==> config.mk <==
export PLATFORM = sky130hd
export DESIGN_NAME = mc_ctrl_flat
export DESIGN_NICKNAME = d
export VERILOG_FILES = /design/src/rtl/mc_ctrl_if.sv /design/src/rtl/mc_ctrl.sv /design/src/flat_wrapper.sv
export SDC_FILE = /design/constraint.sdc
export NUM_CORES = 1
export LEC_CHECK = 0
export CORE_ASPECT_RATIO = 0.7
export CORE_MARGIN = 4
export CORE_UTILIZATION = 40
export DETAILED_ROUTE_END_ITERATION = 10
export PLACE_DENSITY = 0.66
export SYNTH_ARGS = -nofsm -noshare
export SYNTH_HDL_FRONTEND = slang
export SYNTH_SLANG_ARGS = --single-unit
export TNS_END_PERCENT = 20
==> constraint.sdc <==
create_clock -name clk -period 9.6 [get_ports clk]
set_input_delay 2.88 -clock clk [delete_from_list [all_inputs] [get_ports clk]]
set_output_delay 2.88 -clock clk [all_outputs]
set_load 0.01 [all_outputs]
==> src/rtl/mc_ctrl_if.sv <==
// mc_ctrl_if: datapath/memory bundle between the multi-cycle controller and
// the rest of the CPU.
//   master (controller): drives memory strobes, datapath selects, ALU
//                        controls, illegal pulse and retired count; receives
//                        opcode/funct, aluzero and mem_ready.
//   slave  (datapath/memory side): the mirror image.
interface mc_ctrl_if #(
   parameter int CNT_W = 16
);
   logic [5:0]       opcode;
   logic [5:0]       funct;
   logic             aluzero;
   logic             mem_ready;
   logic             mem_req;
   logic             mem_we;
   logic             iord;
   logic             irwrite;
   logic             mdrwrite;
   logic             pcwrite;
   logic [1:0]       pcsrc;
   logic             alusrc;
   logic [2:0]       aluctrl;
   logic             extzero;
   logic             regwrite;
   logic             regdst;
   logic             memtoreg;
   logic             illegal;
   logic [CNT_W-1:0] retired;

   modport master (
      input  opcode, funct, aluzero, mem_ready,
      output mem_req, mem_we, iord, irwrite, mdrwrite, pcwrite, pcsrc,
             alusrc, aluctrl, extzero, regwrite, regdst, memtoreg,
             illegal, retired
   );

   modport slave (
      output opcode, funct, aluzero, mem_ready,
      input  mem_req, mem_we, iord, irwrite, mdrwrite, pcwrite, pcsrc,
             alusrc, aluctrl, extzero, regwrite, regdst, memtoreg,
             illegal, retired
   );
endinterface

==> src/rtl/mc_ctrl.sv <==
// mc_ctrl: multi-cycle CPU control FSM (FETCH/DECODE/EXEC/MEM/WB).
//   clk  - rising-edge clock
//   rst  - asynchronous active-high reset
//   bus  - mc_ctrl_if.master: opcode/funct/aluzero/mem_ready in; memory
//          handshake, datapath selects, ALU controls, illegal pulse and
//          retired-instruction counter out.
// Outputs are combinational from state and the latched instruction; branch
// pcwrite additionally looks at aluzero.
module mc_ctrl #(
   parameter int CNT_W = 16
) (
   input  logic          clk,
   input  logic          rst,
   mc_ctrl_if.master     bus
);
   localparam logic [2:0] ALU_AND = 3'd0, ALU_OR  = 3'd1, ALU_ADD = 3'd2,
                          ALU_XOR = 3'd4, ALU_SUB = 3'd6, ALU_SLT = 3'd7;

   typedef enum logic [2:0] {FETCH, DECODE, EXEC, MEM, WB} state_t;
   typedef enum logic [2:0] {C_R, C_IALU, C_LW, C_SW, C_BEQ, C_BNE, C_J, C_ILL} cls_t;

   function automatic cls_t cls_of(input logic [5:0] op, input logic [5:0] fn);
      cls_t c;
      case (op)
         6'h00: c = (fn inside {6'h20, 6'h21, 6'h22, 6'h23, 6'h24, 6'h25,
                                6'h26, 6'h2A}) ? C_R : C_ILL;
         6'h08, 6'h09, 6'h0A, 6'h0C, 6'h0D, 6'h0E: c = C_IALU;
         6'h23: c = C_LW;
         6'h2B: c = C_SW;
         6'h04: c = C_BEQ;
         6'h05: c = C_BNE;
         6'h02: c = C_J;
         default: c = C_ILL;
      endcase
      return c;
   endfunction

   // {extzero, aluctrl}; memory ops fall to ADD, branches to SUB
   function automatic logic [3:0] alu_of(input logic [5:0] op, input logic [5:0] fn);
      logic [3:0] r;
      r = {1'b0, ALU_ADD};
      case (op)
         6'h00: case (fn)
            6'h22, 6'h23: r = {1'b0, ALU_SUB};
            6'h24:        r = {1'b0, ALU_AND};
            6'h25:        r = {1'b0, ALU_OR};
            6'h26:        r = {1'b0, ALU_XOR};
            6'h2A:        r = {1'b0, ALU_SLT};
            default:      r = {1'b0, ALU_ADD};
         endcase
         6'h0A:        r = {1'b0, ALU_SLT};
         6'h0C:        r = {1'b1, ALU_AND};
         6'h0D:        r = {1'b1, ALU_OR};
         6'h0E:        r = {1'b1, ALU_XOR};
         6'h04, 6'h05: r = {1'b0, ALU_SUB};
         default:      r = {1'b0, ALU_ADD};
      endcase
      return r;
   endfunction

   state_t           state, nxt;
   logic [5:0]       op_q, fn_q;
   logic [CNT_W-1:0] cnt;
   cls_t             cls_now, cls_q;
   logic [3:0]       alu_q;
   logic             retire;

   logic       mem_req, mem_we, iord, irwrite, mdrwrite, pcwrite;
   logic [1:0] pcsrc;
   logic       alusrc, extzero, regwrite, regdst, memtoreg, illegal;
   logic [2:0] aluctrl;

   // DECODE decides from the live IR; later states use the latched copy
   assign cls_now = cls_of(bus.opcode, bus.funct);
   assign cls_q   = cls_of(op_q, fn_q);
   assign alu_q   = alu_of(op_q, fn_q);

   always_ff @(posedge clk or posedge rst) begin
      if (rst) begin
         state <= FETCH;
         op_q  <= '0;
         fn_q  <= '0;
         cnt   <= '0;
      end else begin
         state <= nxt;
         if (state == DECODE) begin
            op_q <= bus.opcode;
            fn_q <= bus.funct;
         end
         if (retire) cnt <= cnt + 1'b1;
      end
   end

   always_comb begin
      nxt      = state;
      mem_req  = 1'b0;
      mem_we   = 1'b0;
      iord     = 1'b0;
      irwrite  = 1'b0;
      mdrwrite = 1'b0;
      pcwrite  = 1'b0;
      pcsrc    = 2'd0;
      alusrc   = 1'b0;
      aluctrl  = ALU_ADD;
      extzero  = 1'b0;
      regwrite = 1'b0;
      regdst   = 1'b0;
      memtoreg = 1'b0;
      illegal  = 1'b0;
      retire   = 1'b0;
      case (state)
         FETCH: begin
            mem_req = 1'b1;
            if (bus.mem_ready) begin
               irwrite = 1'b1;
               pcwrite = 1'b1;
               nxt     = DECODE;
            end
         end
         DECODE: begin
            case (cls_now)
               C_J: begin
                  pcwrite = 1'b1;
                  pcsrc   = 2'd2;
                  retire  = 1'b1;
                  nxt     = FETCH;
               end
               C_ILL: begin
                  illegal = 1'b1;
                  nxt     = FETCH;
               end
               default: nxt = EXEC;
            endcase
         end
         EXEC: begin
            aluctrl = alu_q[2:0];
            extzero = alu_q[3];
            alusrc  = (cls_q inside {C_IALU, C_LW, C_SW});
            case (cls_q)
               C_R, C_IALU: nxt = WB;
               C_LW, C_SW:  nxt = MEM;
               C_BEQ, C_BNE: begin
                  if ((cls_q == C_BEQ && bus.aluzero) ||
                      (cls_q == C_BNE && !bus.aluzero)) begin
                     pcwrite = 1'b1;
                     pcsrc   = 2'd1;
                  end
                  retire = 1'b1;
                  nxt    = FETCH;
               end
               default: nxt = FETCH;   // unreachable: DECODE filters J/illegal
            endcase
         end
         MEM: begin
            mem_req = 1'b1;
            iord    = 1'b1;
            mem_we  = (cls_q == C_SW);
            if (bus.mem_ready) begin
               if (cls_q == C_SW) begin
                  retire = 1'b1;
                  nxt    = FETCH;
               end else begin
                  mdrwrite = 1'b1;
                  nxt      = WB;
               end
            end
         end
         WB: begin
            regwrite = 1'b1;
            regdst   = (cls_q == C_R);
            memtoreg = (cls_q == C_LW);
            retire   = 1'b1;
            nxt      = FETCH;
         end
         default: nxt = FETCH;
      endcase
      // State is already FETCH during reset; force everything quiet so an
      // in-flight request is withdrawn in the same cycle rst rises.
      if (rst) begin
         mem_req  = 1'b0;
         mem_we   = 1'b0;
         iord     = 1'b0;
         irwrite  = 1'b0;
         mdrwrite = 1'b0;
         pcwrite  = 1'b0;
         pcsrc    = 2'd0;
         alusrc   = 1'b0;
         aluctrl  = 3'd0;
         extzero  = 1'b0;
         regwrite = 1'b0;
         regdst   = 1'b0;
         memtoreg = 1'b0;
         illegal  = 1'b0;
         retire   = 1'b0;
      end
   end

   assign bus.mem_req  = mem_req;
   assign bus.mem_we   = mem_we;
   assign bus.iord     = iord;
   assign bus.irwrite  = irwrite;
   assign bus.mdrwrite = mdrwrite;
   assign bus.pcwrite  = pcwrite;
   assign bus.pcsrc    = pcsrc;
   assign bus.alusrc   = alusrc;
   assign bus.aluctrl  = aluctrl;
   assign bus.extzero  = extzero;
   assign bus.regwrite = regwrite;
   assign bus.regdst   = regdst;
   assign bus.memtoreg = memtoreg;
   assign bus.illegal  = illegal;
   assign bus.retired  = cnt;
endmodule

==> src/flat_wrapper.sv <==
// flat-port wrapper written by rule: the top's interface ports become plain ports
module mc_ctrl_flat 
#(
   parameter int CNT_W = 16
)
  (clk, rst, bus_opcode, bus_funct, bus_aluzero, bus_mem_ready, bus_mem_req, bus_mem_we, bus_iord, bus_irwrite, bus_mdrwrite, bus_pcwrite, bus_pcsrc, bus_alusrc, bus_aluctrl, bus_extzero, bus_regwrite, bus_regdst, bus_memtoreg, bus_illegal, bus_retired);
  mc_ctrl_if #(.CNT_W(CNT_W)) bus_i ();
  input  logic clk;
  input  logic rst;
  input wire logic [$bits(bus_i.opcode)-1:0] bus_opcode;
  input wire logic [$bits(bus_i.funct)-1:0] bus_funct;
  input wire logic [$bits(bus_i.aluzero)-1:0] bus_aluzero;
  input wire logic [$bits(bus_i.mem_ready)-1:0] bus_mem_ready;
  output wire logic [$bits(bus_i.mem_req)-1:0] bus_mem_req;
  output wire logic [$bits(bus_i.mem_we)-1:0] bus_mem_we;
  output wire logic [$bits(bus_i.iord)-1:0] bus_iord;
  output wire logic [$bits(bus_i.irwrite)-1:0] bus_irwrite;
  output wire logic [$bits(bus_i.mdrwrite)-1:0] bus_mdrwrite;
  output wire logic [$bits(bus_i.pcwrite)-1:0] bus_pcwrite;
  output wire logic [$bits(bus_i.pcsrc)-1:0] bus_pcsrc;
  output wire logic [$bits(bus_i.alusrc)-1:0] bus_alusrc;
  output wire logic [$bits(bus_i.aluctrl)-1:0] bus_aluctrl;
  output wire logic [$bits(bus_i.extzero)-1:0] bus_extzero;
  output wire logic [$bits(bus_i.regwrite)-1:0] bus_regwrite;
  output wire logic [$bits(bus_i.regdst)-1:0] bus_regdst;
  output wire logic [$bits(bus_i.memtoreg)-1:0] bus_memtoreg;
  output wire logic [$bits(bus_i.illegal)-1:0] bus_illegal;
  output wire logic [$bits(bus_i.retired)-1:0] bus_retired;
  assign bus_i.opcode = bus_opcode;
  assign bus_i.funct = bus_funct;
  assign bus_i.aluzero = bus_aluzero;
  assign bus_i.mem_ready = bus_mem_ready;
  assign bus_mem_req = bus_i.mem_req;
  assign bus_mem_we = bus_i.mem_we;
  assign bus_iord = bus_i.iord;
  assign bus_irwrite = bus_i.irwrite;
  assign bus_mdrwrite = bus_i.mdrwrite;
  assign bus_pcwrite = bus_i.pcwrite;
  assign bus_pcsrc = bus_i.pcsrc;
  assign bus_alusrc = bus_i.alusrc;
  assign bus_aluctrl = bus_i.aluctrl;
  assign bus_extzero = bus_i.extzero;
  assign bus_regwrite = bus_i.regwrite;
  assign bus_regdst = bus_i.regdst;
  assign bus_memtoreg = bus_i.memtoreg;
  assign bus_illegal = bus_i.illegal;
  assign bus_retired = bus_i.retired;
  mc_ctrl #(.CNT_W(CNT_W)) u_core (.clk(clk), .rst(rst), .bus(bus_i));
endmodule
==> results of run 1 <==
-- cell families (layout without fill, tap and decap cells) --
| kind of cell | after synthesis | count (layout) | share of synthesized area |
|---|---|---|---|
| buf+inv | 23 | 69 | 0.0455 |
| simple gates | 88 | 88 | 0.240 |
| mux | 10 | 10 | 0.0539 |
| compound gates | 62 | 62 | 0.207 |
| fa+ha+maj | 1 | 1 | 0.00606 |
| flops | 31 | 31 | 0.376 |
| xor+xnor | 17 | 17 | 0.0721 |
-- sequential cells by signal, summed over array words and instances, names as in the netlist --
name                count
u_core.bus.retired     16
u_core.state            3
u_core.fn_q             6
u_core.op_q             6
-- through the flow --
stage	power (mW)	hold WS [ns]	cells	worst slack, ns	cell area [sq um]
after floorplan	0.264	0.472	232	2.25	2060
after global placement	0.307	0.464	339	1.22	2590
after detailed placement	0.307	0.473	339	1.23	2590
after CTS	0.408	0.483	347	1.22	2680
after global routing	0.436	0.513	347	1.08	2680
final	0.405	0.477	347	1.21	2680
-- worst max-delay path: stages --
cell	delay, ns
clkdlybuf4s50_1	0.48
or4_4	0.57
or3b_2	0.52
mux2i_1	0.16
nand2b_1	0.07
a221oi_1	0.24
clkdlybuf4s50_1	0.59
-- area by class of cell --
class	count	area (sq um)
Sequential cell	31	776
Clock buffer	6	72.6
Tap cell	69	86.3
Timing Repair Buffer	50	495
Multi-Input combinational cell	178	1190
Inverter	11	41.3
Fill cell	477	2210
Clock inverter	2	12.5
-- worst paths after layout --
path | startpoint | to | depth (start not counted)
worst min-delay path | u_core.bus.retired[15] | u_core.bus.retired[15] | 1
worst max-delay path | bus_opcode[0] | bus_pcwrite | 7
min in group asynchronous | rst | u_core.bus.retired[10] | 3
worst max register to register | u_core.state[1] | u_core.bus.retired[1] | 5
max in group asynchronous | rst | u_core.bus.retired[9] | 3
worst min register to register | u_core.bus.retired[15] | u_core.bus.retired[15] | 1
-- synthesized netlist by cell type (all sizes together) (2+ instances only) --
library cell | n | area share
dfrtp | 31 | 0.38
nor2 | 22 | 0.041
o21ai | 22 | 0.053
xnor2 | 15 | 0.064
nand2 | 14 | 0.025
inv | 11 | 0.020
clkbuf | 10 | 0.018
mux2 | 9 | 0.049
nand2b | 9 | 0.027
a21oi | 8 | 0.025
nand3 | 8 | 0.019
nor2b | 5 | 0.015
nor3 | 5 | 0.012
o2111ai | 5 | 0.021
and4b | 4 | 0.019
o211ai | 4 | 0.015
a2111oi | 3 | 0.013
a211oi | 3 | 0.011
nor3b | 3 | 0.011
nor4 | 3 | 0.0091
nor4b | 3 | 0.013
a211o | 2 | 0.0085
a221oi | 2 | 0.0085
a31oi | 2 | 0.0061
and3 | 2 | 0.0061
buf | 2 | 0.0073
nand4 | 2 | 0.0061
nand4b | 2 | 0.0085
o211a | 2 | 0.0097
xor2 | 2 | 0.0085
-- where the power goes --
part	internal, mW	switching, mW	leakage, nW	total (mW)
sequential	0.150	0.0372	0.404	0.187
clock	0.0506	0.0476	0.0412	0.0981
combinational	0.0590	0.0613	0.576	0.120
-- layer usage --
metal,GRT usage,vias to the layer above,wire length (um)
met5,0,-,0
met1,0.262,877,2630
li1,-,945,-
met4,0.0559,0,36
met3,0.0385,2,363
met2,0.239,60,2120
==> impl_table.tex, run 1 <==
\begin{tabular}{lr}
\hline
Metric & Value \\
\hline
\multicolumn{2}{l}{\textbf{Logic synthesis}} \\
Number of distinct library cells after synthesis & 51 \\
Avg Inst Size Synth & 8.90 sq um \\
Number of enable flip-flop cells after synthesis & 0 \\
Total of warnings raised by yosys & 0 \\
Predominant post-synthesis flop cell & dfrtp\_1 \\
Number of nets produced by synthesis & 249 \\
Post-synth ARST share & 1.00 \\
Syn Inst Count & between 200 and 250 \\
Sequential area share after synthesis & 0.376 \\
Area of the mapped netlist & a little over 2000 sq um \\
Yosys reg bits & 31 \\
\multicolumn{2}{l}{\textbf{Timing}} \\
Slew Viols, Final & 0 \\
Fmax & approximately 120 MHz \\
Skew final & $\sim$0.010 ns \\
RSZ-0062 raised after global routing & no \\
Summed negative setup slack over all endpoints & 0 ns \\
Clock period minus final worst setup slack & approximately 8.4 ns \\
Final setup vio count & 0 \\
Rel. slew slack & 0.337 \\
Transition at the pin with the smallest max-transition slack & 0.987 ns \\
Hold Violations, Final & 0 \\
Portion of the clock cycle consumed by the worst path in the final layout & 0.874 \\
\multicolumn{2}{l}{\textbf{Setup path}} \\
Sort of element at the start of the critical path & input pin \\
Kind of end point of the critical path & primary output \\
Data required time at the worst endpoint & roughly 6.7 ns \\
Crit-path max FO & 4 \\
Register-to-register path setup slack & 7.27 ns \\
Critical path class & in2out \\
Worst EP arrival & between 5 and 6 ns \\
\multicolumn{2}{l}{\textbf{Global routing}} \\
All-Layer GR Usage & 0.172 \\
Residual overflow from global routing & 0 \\
Via count of the first global-routing pass & about 1700 \\
Maximum number of pins on one net before global-route repair & 35 \\
First-pass GRT wire length & approximately 8600 um \\
Antenna violations before repair & 0 \\
\multicolumn{2}{l}{\textbf{Cells and area}} \\
Share of final-layout standard cells stronger than drive strength 1 & 0.0827 \\
Leading cell types in the layout, fill and taps excluded & 48 x clkdlybuf4s50\_1, 31 x dfrtp\_1, 21 x nor2\_1 \\
Leading cell type in the layout, fill and taps excluded & clkdlybuf4s50\_1 \\
Syn-to-layout area delta & 29.8\% \\
Final net count & 294 \\
Final antenna diode count & 0 \\
Final core utilization & 0.548 \\
\multicolumn{2}{l}{\textbf{Drt}} \\
Total length of routed wires & a little over 5000 um \\
Average vias per placed instance & between 5 and 6 \\
Wirelength per Cell & approximately 15 um \\
Overall via count from detail\_route & 1884 \\
Number of antenna-violating nets in the routed design & 0 \\
DR pass1 iterations & 5 \\
\# DRC & 0 \\
Iteration-0 DRC Markers & about 120 \\
\multicolumn{2}{l}{\textbf{Flow run}} \\
Number of max-cap violations & 0 \\
\multicolumn{2}{l}{\textbf{Clock tree}} \\
Postcts setup bufs & 0 \\
Cell at the root of the clock tree & clkbuf\_8 \\
Hold Buf Count CTS & 0 \\
Worst-case clock buffer depth & 2 \\
Clock slew at reported path FFs & 0.07 ns \\
Skew-Pair Late Insertion Delay & 0.28 ns \\
Clock tree from TritonCTS & yes \\
Number of buffers created by CTS & 5 \\
CTS-repair resized insts & 0 \\
H-tree levels & 2 \\
Number of sinks handled by clock tree synthesis & 31 \\
\multicolumn{2}{l}{\textbf{Floorplanning}} \\
I/O Pins & 49 \\
Starting density of the core & 0.422 \\
Placement Rows & 21 \\
Die height & slightly below 70 um \\
Die Area & roughly 6400 sq um \\
Area inside the core boundary & 4890 sq um \\
DIE WIDTH & 93.9 um \\
\multicolumn{2}{l}{\textbf{Outcome}} \\
Result of the run & completed \\
\multicolumn{2}{l}{\textbf{Power}} \\
Pwr per Cell Area & about 150 nW/um\^{}2 \\
P\_leak & $\sim$1.0 nW \\
IR Drop Worst-Case VDD & between 0.1 and 0.15 mV \\
\multicolumn{2}{l}{\textbf{Place}} \\
Count of input and output buffers & between 40 and 50 \\
Weighted congestion reported at the end of routability-driven placement & 0.859 \\
DPL Wire Length & $\sim$3800 um \\
\multicolumn{2}{l}{\textbf{Min path}} \\
Worst hold-check path type & reg2reg \\
\hline
\end{tabular}
Note: power is estimated with default switching activity, not from simulation.
==> inputs of run 2 (changes only) <==
CAP_MARGIN = 20   (was default)
==> results of run 2 <==
No change in the layout: final DEF, timing and power equal those of run 1.
